--- config.mk ---
export PLATFORM = sky130hd
export DESIGN_NAME = i2s_nos_bridge
export DESIGN_NICKNAME = d
export VERILOG_FILES = /design/src/rtl/i2s_nos_bridge_pkg.sv /design/src/rtl/i2s_nos_bridge_deframer.sv /design/src/rtl/i2s_nos_bridge.sv
export SDC_FILE = /design/constraint.sdc
export NUM_CORES = 1
export LEC_CHECK = 0
export ABC_AREA = 0
export BUFFER_PORTS_ARGS = -buffer_cell sky130_fd_sc_hd__buf_2
export CAP_MARGIN = 10
export CORE_ASPECT_RATIO = 1.4
export CORE_MARGIN = 5
export CORE_UTILIZATION = 60
export DETAILED_ROUTE_END_ITERATION = 12
export PLACE_DENSITY = 0.85
export SLEW_MARGIN = 0
export SYNTH_ARGS = -nofsm -noshare
export SYNTH_HDL_FRONTEND = slang
export SYNTH_SLANG_ARGS = --single-unit
--- constraint.sdc ---
create_clock -name clk -period 3.5 [get_ports clk]
set_input_delay 0.35 -clock clk [delete_from_list [all_inputs] [get_ports clk]]
set_output_delay 0.35 -clock clk [all_outputs]
set_load 0.01 [all_outputs]
--- src/rtl/i2s_nos_bridge_pkg.sv ---
// i2s_nos_bridge_pkg
//   Shared types and helpers for the I2S to NOS DAC bridge.
//   - nos_bits_t : run-time output width select code
//   - tx_state_t : transmitter FSM states
//   - nos_width  : maps a width code to the number of bits shifted out
package i2s_nos_bridge_pkg;

  typedef enum logic [1:0] {
    NB_24 = 2'b00,
    NB_20 = 2'b01,
    NB_18 = 2'b10,
    NB_16 = 2'b11
  } nos_bits_t;

  typedef enum logic [1:0] {
    IDLE  = 2'd0,
    SHIFT = 2'd1,
    LATCH = 2'd2
  } tx_state_t;

  function automatic logic [4:0] nos_width(input nos_bits_t sel);
    logic [4:0] w;
    case (sel)
      NB_24:   w = 5'd24;
      NB_20:   w = 5'd20;
      NB_18:   w = 5'd18;
      NB_16:   w = 5'd16;
      default: w = 5'd24;
    endcase
    return w;
  endfunction

endpackage

--- src/rtl/i2s_nos_bridge_deframer.sv ---
// i2s_nos_bridge_deframer
//   Oversamples the asynchronous I2S lines, detects bck rises and splits the
//   serial stream into left/right words, MSB-aligned in OUT_MAX-bit registers.
//   Ports:
//     clk, reset                    logic clock, synchronous active-high reset
//     i2s_bck, i2s_lrck, i2s_data   asynchronous I2S inputs
//     l_word, r_word                last assembled left/right words
//     frame_valid                   one-clk pulse when a complete {L,R} pair ends
module i2s_nos_bridge_deframer
  import i2s_nos_bridge_pkg::*;
#(
  parameter int SLOT_MAX    = 32,
  parameter int OUT_MAX     = 24,
  parameter int SYNC_STAGES = 2
) (
  input  logic               clk,
  input  logic               reset,
  input  logic               i2s_bck,
  input  logic               i2s_lrck,
  input  logic               i2s_data,
  output logic [OUT_MAX-1:0] l_word,
  output logic [OUT_MAX-1:0] r_word,
  output logic               frame_valid
);

  localparam int IDX_W = $clog2(SLOT_MAX + 1);
  localparam int POS_W = (OUT_MAX > 1) ? $clog2(OUT_MAX) : 1;
  localparam logic [IDX_W-1:0] IDX_SAT = IDX_W'(SLOT_MAX);

  logic [SYNC_STAGES-1:0] bck_sync_r;
  logic [SYNC_STAGES-1:0] lr_sync_r;
  logic [SYNC_STAGES-1:0] dat_sync_r;
  logic                   bck_d_r;

  logic                   have_prev_r;  // at least one lrck sample taken
  logic                   lr_prev_r;    // channel owning the current bit
  logic                   synced_r;     // an lrck edge has been seen
  logic                   left_ok_r;    // a complete left word has ended
  logic                   new_word_r;   // next rise starts a fresh word
  logic [IDX_W-1:0]       idx_r;
  logic [OUT_MAX-1:0]     l_word_r;
  logic [OUT_MAX-1:0]     r_word_r;
  logic                   frame_valid_r;

  logic                   bck_s;
  logic                   lr_s;
  logic                   dat_s;
  logic                   rise_s;
  logic                   edge_s;
  logic                   keep_s;
  logic [IDX_W-1:0]       idx_eff_s;
  logic [IDX_W-1:0]       idx_next_s;
  logic [POS_W-1:0]       pos_s;
  logic [OUT_MAX-1:0]     cur_word_s;

  assign bck_s  = bck_sync_r[SYNC_STAGES-1];
  assign lr_s   = lr_sync_r[SYNC_STAGES-1];
  assign dat_s  = dat_sync_r[SYNC_STAGES-1];
  assign rise_s = bck_s & ~bck_d_r;

  // Synchroniser chains and bck edge-detect delay flop.
  always_ff @(posedge clk) begin
    if (reset) begin
      bck_sync_r <= {SYNC_STAGES{1'b0}};
      lr_sync_r  <= {SYNC_STAGES{1'b0}};
      dat_sync_r <= {SYNC_STAGES{1'b0}};
      bck_d_r    <= 1'b0;
    end else begin
      bck_sync_r <= {bck_sync_r[SYNC_STAGES-2:0], i2s_bck};
      lr_sync_r  <= {lr_sync_r[SYNC_STAGES-2:0], i2s_lrck};
      dat_sync_r <= {dat_sync_r[SYNC_STAGES-2:0], i2s_data};
      bck_d_r    <= bck_s;
    end
  end

  // Next word contents and bit index for the bit sampled on this rise.
  always_comb begin
    edge_s    = have_prev_r && (lr_s != lr_prev_r);
    idx_eff_s = new_word_r ? {IDX_W{1'b0}} : idx_r;
    keep_s    = synced_r && (int'(idx_eff_s) < OUT_MAX) && (int'(idx_eff_s) < SLOT_MAX);
    pos_s     = POS_W'(OUT_MAX - 1 - int'(idx_eff_s));
    if (idx_eff_s == IDX_SAT) begin
      idx_next_s = idx_eff_s;
    end else begin
      idx_next_s = idx_eff_s + {{(IDX_W-1){1'b0}}, 1'b1};
    end
    if (new_word_r) begin
      cur_word_s = {OUT_MAX{1'b0}};
    end else if (lr_prev_r) begin
      cur_word_s = r_word_r;
    end else begin
      cur_word_s = l_word_r;
    end
    if (keep_s) begin
      cur_word_s[pos_s] = dat_s;
    end else begin
      cur_word_s = cur_word_s;
    end
  end

  // Deframer state: updated only on a detected bck rise.
  always_ff @(posedge clk) begin
    if (reset) begin
      have_prev_r   <= 1'b0;
      lr_prev_r     <= 1'b0;
      synced_r      <= 1'b0;
      left_ok_r     <= 1'b0;
      new_word_r    <= 1'b0;
      idx_r         <= {IDX_W{1'b0}};
      l_word_r      <= {OUT_MAX{1'b0}};
      r_word_r      <= {OUT_MAX{1'b0}};
      frame_valid_r <= 1'b0;
    end else if (rise_s) begin
      have_prev_r <= 1'b1;
      lr_prev_r   <= lr_s;
      idx_r       <= idx_next_s;
      if (lr_prev_r) begin
        r_word_r <= cur_word_s;
      end else begin
        l_word_r <= cur_word_s;
      end
      if (edge_s) begin
        // The bit on this rise was the LSB of the channel that just ended.
        new_word_r    <= 1'b1;
        synced_r      <= 1'b1;
        left_ok_r     <= left_ok_r | (synced_r & ~lr_prev_r);
        frame_valid_r <= synced_r & lr_prev_r & left_ok_r;
      end else begin
        new_word_r    <= 1'b0;
        frame_valid_r <= 1'b0;
      end
    end else begin
      frame_valid_r <= 1'b0;
    end
  end

  assign l_word      = l_word_r;
  assign r_word      = r_word_r;
  assign frame_valid = frame_valid_r;

endmodule

--- src/rtl/i2s_nos_bridge.sv ---
// i2s_nos_bridge
//   I2S to parallel-latch NOS DAC bridge: deframer, 1-entry holding buffer and
//   a transmitter that shifts both words out on a shared bit clock followed by
//   a latch-enable pulse.
//   Ports:
//     clk, reset                    logic clock, synchronous active-high reset
//     i2s_bck, i2s_lrck, i2s_data   asynchronous I2S inputs
//     nos_bits                      width select: 00=24 01=20 10=18 11=16
//     mute                          send zero words
//     nos_bck, nos_le               DAC bit clock and latch enable
//     nos_data_l, nos_data_r        serial data, MSB first
//     busy                          transmitter not idle
//     overflow                      sticky: a frame pair was dropped
module i2s_nos_bridge
  import i2s_nos_bridge_pkg::*;
#(
  parameter int SLOT_MAX    = 32,
  parameter int OUT_MAX     = 24,
  parameter int CLK_DIV     = 2,
  parameter int LE_BCK      = 1,
  parameter int SYNC_STAGES = 2
) (
  input  logic       clk,
  input  logic       reset,
  input  logic       i2s_bck,
  input  logic       i2s_lrck,
  input  logic       i2s_data,
  input  logic [1:0] nos_bits,
  input  logic       mute,
  output logic       nos_bck,
  output logic       nos_le,
  output logic       nos_data_l,
  output logic       nos_data_r,
  output logic       busy,
  output logic       overflow
);

  localparam int LE_LEN = 2 * CLK_DIV * LE_BCK;
  localparam int TICK_W = $clog2(2 * CLK_DIV + 1);
  localparam int LE_W   = $clog2(LE_LEN + 1);
  localparam logic [TICK_W-1:0] TICK_LAST = TICK_W'(2 * CLK_DIV - 1);
  localparam logic [TICK_W-1:0] TICK_RISE = TICK_W'(CLK_DIV - 1);
  localparam logic [LE_W-1:0]   LE_LAST   = LE_W'(LE_LEN - 1);

  logic [OUT_MAX-1:0] l_word_s;
  logic [OUT_MAX-1:0] r_word_s;
  logic               frame_valid_s;

  logic               buf_full_r;
  logic [OUT_MAX-1:0] buf_l_r;
  logic [OUT_MAX-1:0] buf_r_r;
  logic               overflow_r;

  tx_state_t          state_r, state_n;
  logic [TICK_W-1:0]  tick_r, tick_n;
  logic [4:0]         bit_r, bit_n;
  logic [4:0]         width_r, width_n;
  logic [LE_W-1:0]    le_cnt_r, le_cnt_n;
  logic [OUT_MAX-1:0] sh_l_r, sh_l_n;
  logic [OUT_MAX-1:0] sh_r_r, sh_r_n;
  logic               bck_r, bck_n;
  logic               le_r, le_n;
  logic               dl_r, dl_n;
  logic               dr_r, dr_n;
  logic               busy_r, busy_n;
  logic               take_s;
  logic [OUT_MAX-1:0] word_l_s;
  logic [OUT_MAX-1:0] word_r_s;

  i2s_nos_bridge_deframer #(
    .SLOT_MAX    (SLOT_MAX),
    .OUT_MAX     (OUT_MAX),
    .SYNC_STAGES (SYNC_STAGES)
  ) u_deframer (
    .clk         (clk),
    .reset       (reset),
    .i2s_bck     (i2s_bck),
    .i2s_lrck    (i2s_lrck),
    .i2s_data    (i2s_data),
    .l_word      (l_word_s),
    .r_word      (r_word_s),
    .frame_valid (frame_valid_s)
  );

  // Holding buffer: a load in the same cycle as a take still lands.
  always_ff @(posedge clk) begin
    if (reset) begin
      buf_full_r <= 1'b0;
      buf_l_r    <= {OUT_MAX{1'b0}};
      buf_r_r    <= {OUT_MAX{1'b0}};
      overflow_r <= 1'b0;
    end else begin
      if (frame_valid_s && (!buf_full_r || take_s)) begin
        buf_l_r    <= l_word_s;
        buf_r_r    <= r_word_s;
        buf_full_r <= 1'b1;
      end else if (take_s) begin
        buf_full_r <= 1'b0;
      end else begin
        buf_full_r <= buf_full_r;
      end
      if (frame_valid_s && buf_full_r && !take_s) begin
        overflow_r <= 1'b1;
      end else begin
        overflow_r <= overflow_r;
      end
    end
  end

  // Transmitter next-state and next-output logic.
  always_comb begin
    state_n  = state_r;
    tick_n   = tick_r;
    bit_n    = bit_r;
    width_n  = width_r;
    le_cnt_n = le_cnt_r;
    sh_l_n   = sh_l_r;
    sh_r_n   = sh_r_r;
    bck_n    = bck_r;
    le_n     = le_r;
    dl_n     = dl_r;
    dr_n     = dr_r;
    busy_n   = busy_r;
    take_s   = 1'b0;
    word_l_s = mute ? {OUT_MAX{1'b0}} : buf_l_r;
    word_r_s = mute ? {OUT_MAX{1'b0}} : buf_r_r;
    case (state_r)
      IDLE: begin
        bck_n = 1'b0;
        le_n  = 1'b0;
        dl_n  = 1'b0;
        dr_n  = 1'b0;
        if (buf_full_r) begin
          // Width and mute are frozen here for the whole frame.
          take_s  = 1'b1;
          width_n = nos_width(nos_bits_t'(nos_bits));
          dl_n    = word_l_s[OUT_MAX-1];
          dr_n    = word_r_s[OUT_MAX-1];
          sh_l_n  = {word_l_s[OUT_MAX-2:0], 1'b0};
          sh_r_n  = {word_r_s[OUT_MAX-2:0], 1'b0};
          bit_n   = 5'd0;
          tick_n  = {TICK_W{1'b0}};
          busy_n  = 1'b1;
          state_n = SHIFT;
        end else begin
          busy_n  = 1'b0;
          state_n = IDLE;
        end
      end
      SHIFT: begin
        busy_n = 1'b1;
        if (tick_r == TICK_LAST) begin
          bck_n  = 1'b0;
          tick_n = {TICK_W{1'b0}};
          if (bit_r == (width_r - 5'd1)) begin
            dl_n     = 1'b0;
            dr_n     = 1'b0;
            le_n     = 1'b1;
            le_cnt_n = {LE_W{1'b0}};
            state_n  = LATCH;
          end else begin
            // New data only appears together with the falling bck.
            bit_n  = bit_r + 5'd1;
            dl_n   = sh_l_r[OUT_MAX-1];
            dr_n   = sh_r_r[OUT_MAX-1];
            sh_l_n = {sh_l_r[OUT_MAX-2:0], 1'b0};
            sh_r_n = {sh_r_r[OUT_MAX-2:0], 1'b0};
          end
        end else begin
          tick_n = tick_r + {{(TICK_W-1){1'b0}}, 1'b1};
          bck_n  = (tick_r >= TICK_RISE);
        end
      end
      LATCH: begin
        bck_n = 1'b0;
        dl_n  = 1'b0;
        dr_n  = 1'b0;
        if (le_cnt_r == LE_LAST) begin
          le_n    = 1'b0;
          busy_n  = 1'b0;
          state_n = IDLE;
        end else begin
          le_cnt_n = le_cnt_r + {{(LE_W-1){1'b0}}, 1'b1};
          le_n     = 1'b1;
        end
      end
      default: begin
        bck_n   = 1'b0;
        le_n    = 1'b0;
        dl_n    = 1'b0;
        dr_n    = 1'b0;
        busy_n  = 1'b0;
        state_n = IDLE;
      end
    endcase
  end

  // Transmitter state and registered outputs.
  always_ff @(posedge clk) begin
    if (reset) begin
      state_r  <= IDLE;
      tick_r   <= {TICK_W{1'b0}};
      bit_r    <= 5'd0;
      width_r  <= 5'd0;
      le_cnt_r <= {LE_W{1'b0}};
      sh_l_r   <= {OUT_MAX{1'b0}};
      sh_r_r   <= {OUT_MAX{1'b0}};
      bck_r    <= 1'b0;
      le_r     <= 1'b0;
      dl_r     <= 1'b0;
      dr_r     <= 1'b0;
      busy_r   <= 1'b0;
    end else begin
      state_r  <= state_n;
      tick_r   <= tick_n;
      bit_r    <= bit_n;
      width_r  <= width_n;
      le_cnt_r <= le_cnt_n;
      sh_l_r   <= sh_l_n;
      sh_r_r   <= sh_r_n;
      bck_r    <= bck_n;
      le_r     <= le_n;
      dl_r     <= dl_n;
      dr_r     <= dr_n;
      busy_r   <= busy_n;
    end
  end

  assign nos_bck    = bck_r;
  assign nos_le     = le_r;
  assign nos_data_l = dl_r;
  assign nos_data_r = dr_r;
  assign busy       = busy_r;
  assign overflow   = overflow_r;

endmodule

**Yosys cells after proc, flatten, opt, wreduce, memory -nomap -nowiden**

Cells that the tools add are included.

- Input port bits: 8
- Flip-flop bits (word level): 188
- Output and inout port bits: 6
- Logic and storage cells: 146

- Multiplexer cells: 54
- $lt $le $gt $ge: 5
- Equality and inequality tests: 16
- Reduce and logical (&&, ||, !) cells: 26
- Bitwise operators: 10
- $add $sub $neg: 6

Operators by type and width:

| kind | number |
|---|---|
| 2-to-1 mux 24 bit | 11 |
| one-hot mux 24 bit (2 select lines) | 2 |
| bitwise mux 24 bit | 1 |
| one-hot mux 5 bit (4 select lines) | 1 |
| 2-to-1 mux 1 bit | 17 |
| 2-to-1 mux 3 bit | 5 |
| 2-to-1 mux 5 bit | 3 |
| 2-to-1 mux 6 bit | 2 |
| != test 2 bit (second input constant) | 6 |
| one-hot mux 3 bit (2 select lines) | 2 |
| AND reduction 2 bit | 6 |
| one-hot mux 5 bit (2 select lines) | 1 |
| AND reduction 4 bit | 2 |
| logical AND 1 bit | 7 |
| adder 3 x 1 -> 3 bit (second input constant) | 2 |
| adder 6 x 1 -> 6 bit (second input constant) | 1 |
| equality test 2 bit (second input constant) | 3 |
| equality test 3 x 2 -> 1 bit (second input constant) | 2 |
| equality test 6 bit (second input constant) | 1 |
| < comparator 5 x 6 -> 1 bit (second input constant) | 1 |
| < comparator 6 x 5 -> 1 bit (second input constant) | 1 |
| < comparator 6 bit (second input constant) | 1 |
| 2-to-1 mux 2 bit | 3 |
| one-hot mux 1 bit (2 select lines) | 3 |
| 20 further kinds | 33 |

**Longest topological paths before layout**

- Depth after elaboration: 8
- Gate-level depth with buffers: 9
- Depth with buffers taken out: 7

**By module**

From an unflattened synthesis, not the netlist that was laid out.

- Cells, all modules: 992
- Area, all modules: 8,932.3 um^2

Modules (own cells, without submodules):

| module | area each (um^2) | sequential area each (um^2) | times used | cells an instance |
|---|---|---|---|---|
| i2s_nos_bridge | 5,654.2 | 2,362.3 | 1 | 621 |
| i2s_nos_bridge_deframer | 3,278.1 | 1,341.3 | 1 | 371 |

**Worst setup path after synthesis**

Ideal clock, no wire load.

- Path type: register -> register
- From: register u_deframer.new_word_r
- To: register u_deframer.r_word_r[8], in the netlist u_deframer.r_word[8]
- Required time: 3.367 ns
- Arrival: 1.943 ns
- Setup time: 0.133 ns
- Buffers on the path: 2
- Cell stages (with the launch flop): 10
- Setup slack: 1.424 ns
- Clock period less this slack: 2.076 ns
- Cells stage by stage: dfxtp_1 > clkbuf_1 > buf_1 > nand2b_1 > inv_1 > ha_1 > o211ai_1 > nand2b_1 > mux2i_1 > a21oi_1

- Longest elaborated chain between the ends: 8
- Elaborated cells between the ends (all ways): 14
- Those cells by class: 1 x add/sub; 4 x order compare; 6 x mux; 3 x reduce/logical

RTL lines:

| element | RTL line | text |
|---|---|---|
| from (decl) | i2s_nos_bridge_deframer.sv:39 | `logic new_word_r;` |
| from (signal assigned) | i2s_nos_bridge_deframer.sv:108 | `new_word_r <= 1'b0;` |
| from (signal assigned) | i2s_nos_bridge_deframer.sv:124 | `new_word_r <= 1'b1;` |
| from (signal assigned) | i2s_nos_bridge_deframer.sv:129 | `new_word_r <= 1'b0;` |
| 2-to-1 mux 6 bit | i2s_nos_bridge_deframer.sv:79 | `idx_eff_s = new_word_r ? {IDX_W{1'b0}} : idx_r;` |
| subtractor 5 bit | i2s_nos_bridge_deframer.sv:81 | `pos_s = POS_W'(OUT_MAX - 1 - int'(idx_eff_s));` |
| < comparator 5 x 6 -> 1 bit (implied by the code) / greater-or-equal comparator 5 x 1 -> 1 bit (equally long branches) | i2s_nos_bridge_deframer.sv:95 | `cur_word_s[pos_s] = dat_s;` |
| logical AND 1 bit (implied by the code) | i2s_nos_bridge_deframer.sv:95 |  |
| 2-to-1 mux 1 bit (implied by the code) | i2s_nos_bridge_deframer.sv:95 |  |
| demux 1 bit (select 5 bit) | - |  |
| bitwise mux 24 bit | i2s_nos_bridge_deframer.sv:95 |  |
| 2-to-1 mux 24 bit (*) | i2s_nos_bridge_deframer.sv:94 | `if (keep_s) begin` |
| to (signal assigned) | i2s_nos_bridge_deframer.sv:111 | `r_word_r <= {OUT_MAX{1'b0}};` |
| to (signal assigned) | i2s_nos_bridge_deframer.sv:118 | `r_word_r <= cur_word_s;` |
| to (decl) | i2s_nos_bridge_deframer.sv:42 | `logic [OUT_MAX-1:0] r_word_r;` |

Mark *: on every way between the ends. The rest lies on a longest branch, timed or not.
A chain may end at the register's enable or synchronous reset.

**Worst setup path in the final report**

- From: register state_r[0]
- To: register sh_r_r[2]

- Longest elaborated chain between the ends: 3
- Elaborated cells between the ends (all ways): 8
- Those cells by class: 4 x eq/ne; 1 x mux; 3 x reduce/logical

RTL lines:

| element | RTL line | text |
|---|---|---|
| from (decl) | i2s_nos_bridge.sv:54 | `tx_state_t state_r, state_n;` |
| from (signal assigned) | i2s_nos_bridge.sv:214 | `state_r <= state_n;` |
| equality test 2 x 1 -> 1 bit / logical NOT 2 bit (equally long branches) | i2s_nos_bridge.sv:127 | `case (state_r)` |
| != test 2 bit (no line) / nonzero test 2 bit (equally long branches) | - |  |
| AND reduction 4 bit (no line) | - |  |
| to (signal assigned) | i2s_nos_bridge.sv:207 | `sh_r_r <= {OUT_MAX{1'b0}};` |
| to (signal assigned) | i2s_nos_bridge.sv:220 | `sh_r_r <= sh_r_n;` |
| to (decl) | i2s_nos_bridge.sv:60 | `logic [OUT_MAX-1:0] sh_r_r, sh_r_n;` |

Parallel ways exist; a longest one is shown, timed or not.

==> results by group <==
Run status
  • Status: finished, final reports clean

Timing
  • Worst Slack Setup Final: between 700 and 800 ps
  • Worst-margin pin slew: about 1000 ps
  • Max transition margin: ~32%
  • Final setup vio count: 0
  • Peak Freq: 363 MHz
  • RSZ-0062 raised after global routing: no
  • Setup tns final: 0 ps
  • Pins Over Slew Limit: 0
  • Final number of hold-violating endpoints: 0
  • Share of the clock period used by the worst path: between 70% and 80%
  • Clk_skew: 12.9 ps
  • Crit path time final: approximately 2800 ps

Clock network
  • Cts bufs inserted: 17
  • Setup Buffers After CTS: 0
  • H-Tree Depth: 4
  • Clk Latency, worst-skew pair: between 400 and 500 ps
  • Post-CTS Hold Buffers: 0
  • Clk buf depth: 2
  • CTS Root Cell: clkbuf_16
  • Resize count post-CTS: 0
  • Clk slew on worst S/H paths: 80 ps
  • TritonCTS clock tree: built
  • Sink Count: 185

Global route
  • Initial antenna violation count: 0
  • Remaining Overflow, GRT: 0
  • Tot GR Track Use: approximately 23%
  • Largest net degree at the start of global routing: 98
  • First-pass GRT wire length: slightly above 30 mm
  • Vias in the first global route: 6449

Power
  • Static leakage: 2.89 nW
  • P per Cell Area: 473 mW/mm^2
  • Peak supply drop: approximately 310 uV

Cells and area
  • Filler Cell Count: ~1100
  • Most frequent cells in the layout: a21oi_1, dfxtp_1, nand2_1
  • Nets@finish: roughly 970
  • Antenna cells: 0
  • FF/Latch Area: 0.00370 sq mm
  • Multi-input gate area: between 0.004 and 0.005 sq mm
  • Final Util: 65.9%
  • Layout area overhead: 7.67%
  • Layout cells sized above 1: between 7 and 8%
  • Commonest non-fill, non-tap cell in the layout: a21oi_1
  • Post-route cell area: 0.00887 sq mm

Synth
  • Mapped Cells: ~1000
  • Post-synth EDFFs: 0
  • Ys Warns: 0
  • Count of cell types in the netlist: 52
  • Synth top area share: between 40% and 50%
  • Synth Net Count: 1008
  • Sequential cell area fraction in the yosys report: between 40% and 50%
  • Avg Inst Size Synth: between 8 and 9 sq um
  • Top FF cell, synth: dfxtp_1
  • Area leader, netlist: dfxtp_1
  • Seq cells post-synth: roughly 190
  • Asr flop ratio synth: 0%
  • Post-synthesis cell area: approximately 0.0082 sq mm
  • Largest cells by area after synthesis: dfxtp_1, a21oi_1, mux2i_1, nand2_1, nor3b_1

Critical path
  • Setup crit end kind: register
  • Crit Path Class: reg2reg
  • Startpoint class of the critical path: register
  • Required time of the critical path: 3750 ps
  • CP max FO: 44
  • WP data arrival: ~3000 ps

Min path
  • Min-Delay Path Class: in2reg

Detailed routing
  • Via count: between 6000 and 7000
  • WL per Instance: roughly 16 um
  • # DRC: 0
  • DRT antenna net count: 0
  • Drt pass-1 iters: 5
  • Initial drt markers: 540
  • DRT Wirelength: approximately 18 mm
  • Vias/cell: between 6 and 7

Floorplan
  • CORE AREA: about 0.013 sq mm
  • I/O pin count: 14
  • Chip width: 109 um
  • Die area: 0.0162 sq mm
  • Initial core utilization: roughly three fifths
  • Cell row count: 50
  • Die Y: 149 um

Placed design
  • Gpl congestion: about 0.84
  • Pre-CTS WS: 815 ps
  • PortBufs: 13
  • Post-DP HPWL: between 10 and 15 mm
  • Placed cell area: 0.00826 sq mm

Flow run
  • MaxCap Viol Count: 0
[layer usage]
| metal | up-vias | share of wire, % | track usage (%) |
|---|---|---|---|
| met5 | - | 0 | 0 |
| li1 | 3400 | - | - |
| met4 | 0 | 3.2 | 10.0 |
| met2 | 197 | 49 | 36.7 |
| met1 | 3259 | 43 | 29.8 |
| met3 | 48 | 4.1 | 3.86 |
[power by group]
| part | switching, mW | internal (mW) | total (mW) |
|---|---|---|---|
| registers | 0.0174 | 2.12 | 2.14 |
| logic | 0.0808 | 0.0341 | 0.115 |
| clock network | 0.916 | 1.03 | 1.94 |
| total | 1.01 | 3.18 | 4.20 |
[kinds of logic (layout without fill, tap and decap cells)]
kind of cell / after synthesis / after routing / synth area share (%)
AND/OR/NAND/NOR: 292 / 292 / 17.6
buffers and inverters: 96 / 68 / 5.14
adder cells (fa/ha/maj): 13 / 13 / 1.98
XOR/XNOR: 10 / 10 / 1.06
flip-flops: 185 / 185 / 45.0
AO/OA/AOI/OAI: 346 / 346 / 23.8
multiplexers: 45 / 45 / 5.47
[final cells by class]
type	count	area share [%]
well taps	182	2.57
clock buffers	17	4.80
inverters	12	0.508
clock inverters	15	2.00
multi-input cells	706	46.7
repair buffers	24	1.69
flip-flops and latches	185	41.8
[worst paths after layout]
kind,from,slack [ps],end,depth (start not counted)
max,state_r[0],740,sh_r_r[2],7
min,i2s_bck,120,u_deframer.bck_sync_r[0],2
max reg2reg,state_r[0],740,sh_r_r[2],7
min reg2reg,u_deframer.dat_sync_r[0],450,u_deframer.dat_sync_r[1],1
[state kept, by name (all words and copies together), names as in the netlist, 3 cells and up]
name	count
width_r	4
sh_l_r	23
sh_r_r	23
u_deframer.r_word	24
buf_r_r	24
le_cnt_r	3
bit_r	5
buf_l_r	24
u_deframer.idx_r	6
u_deframer.l_word	24
tick_r	3
[per-stage QoR]
stage	total power [mW]	hold WS (ps)	instances
2_1_floorplan	2.27	414	987
3_3_place_gp	2.30	418	1109
3_5_place_dp	2.30	442	1109
4_1_cts	4.21	119	1141
5_1_grt	4.32	125	1141
6_report	4.20	122	1141
[cells in the mapped netlist, drive strengths merged, types with 3 or more instances]
library cell  count
a21oi           207
dfxtp           185
nand2           117
clkbuf           66
nor2             64
o21ai            59
a211oi           49
nor3b            47
mux2i            45
buf              18
nor2b            17
ha               13
inv              12
nor3             12
nand2b           10
a31oi             7
and3              6
o211ai            5
xnor2             5
xor2              5
nand3             4
and4              3
o2bb2ai           3
[critical path, cell delays in order (launching register included)]
cell       delay, ps
dfxtp_1          340
inv_1            110
ha_1             300
nand2_1          300
o2111ai_1        370
nor3_2           150
nor2_4           800
a211oi_1         210
Note: power is estimated with default switching activity, not from simulation.
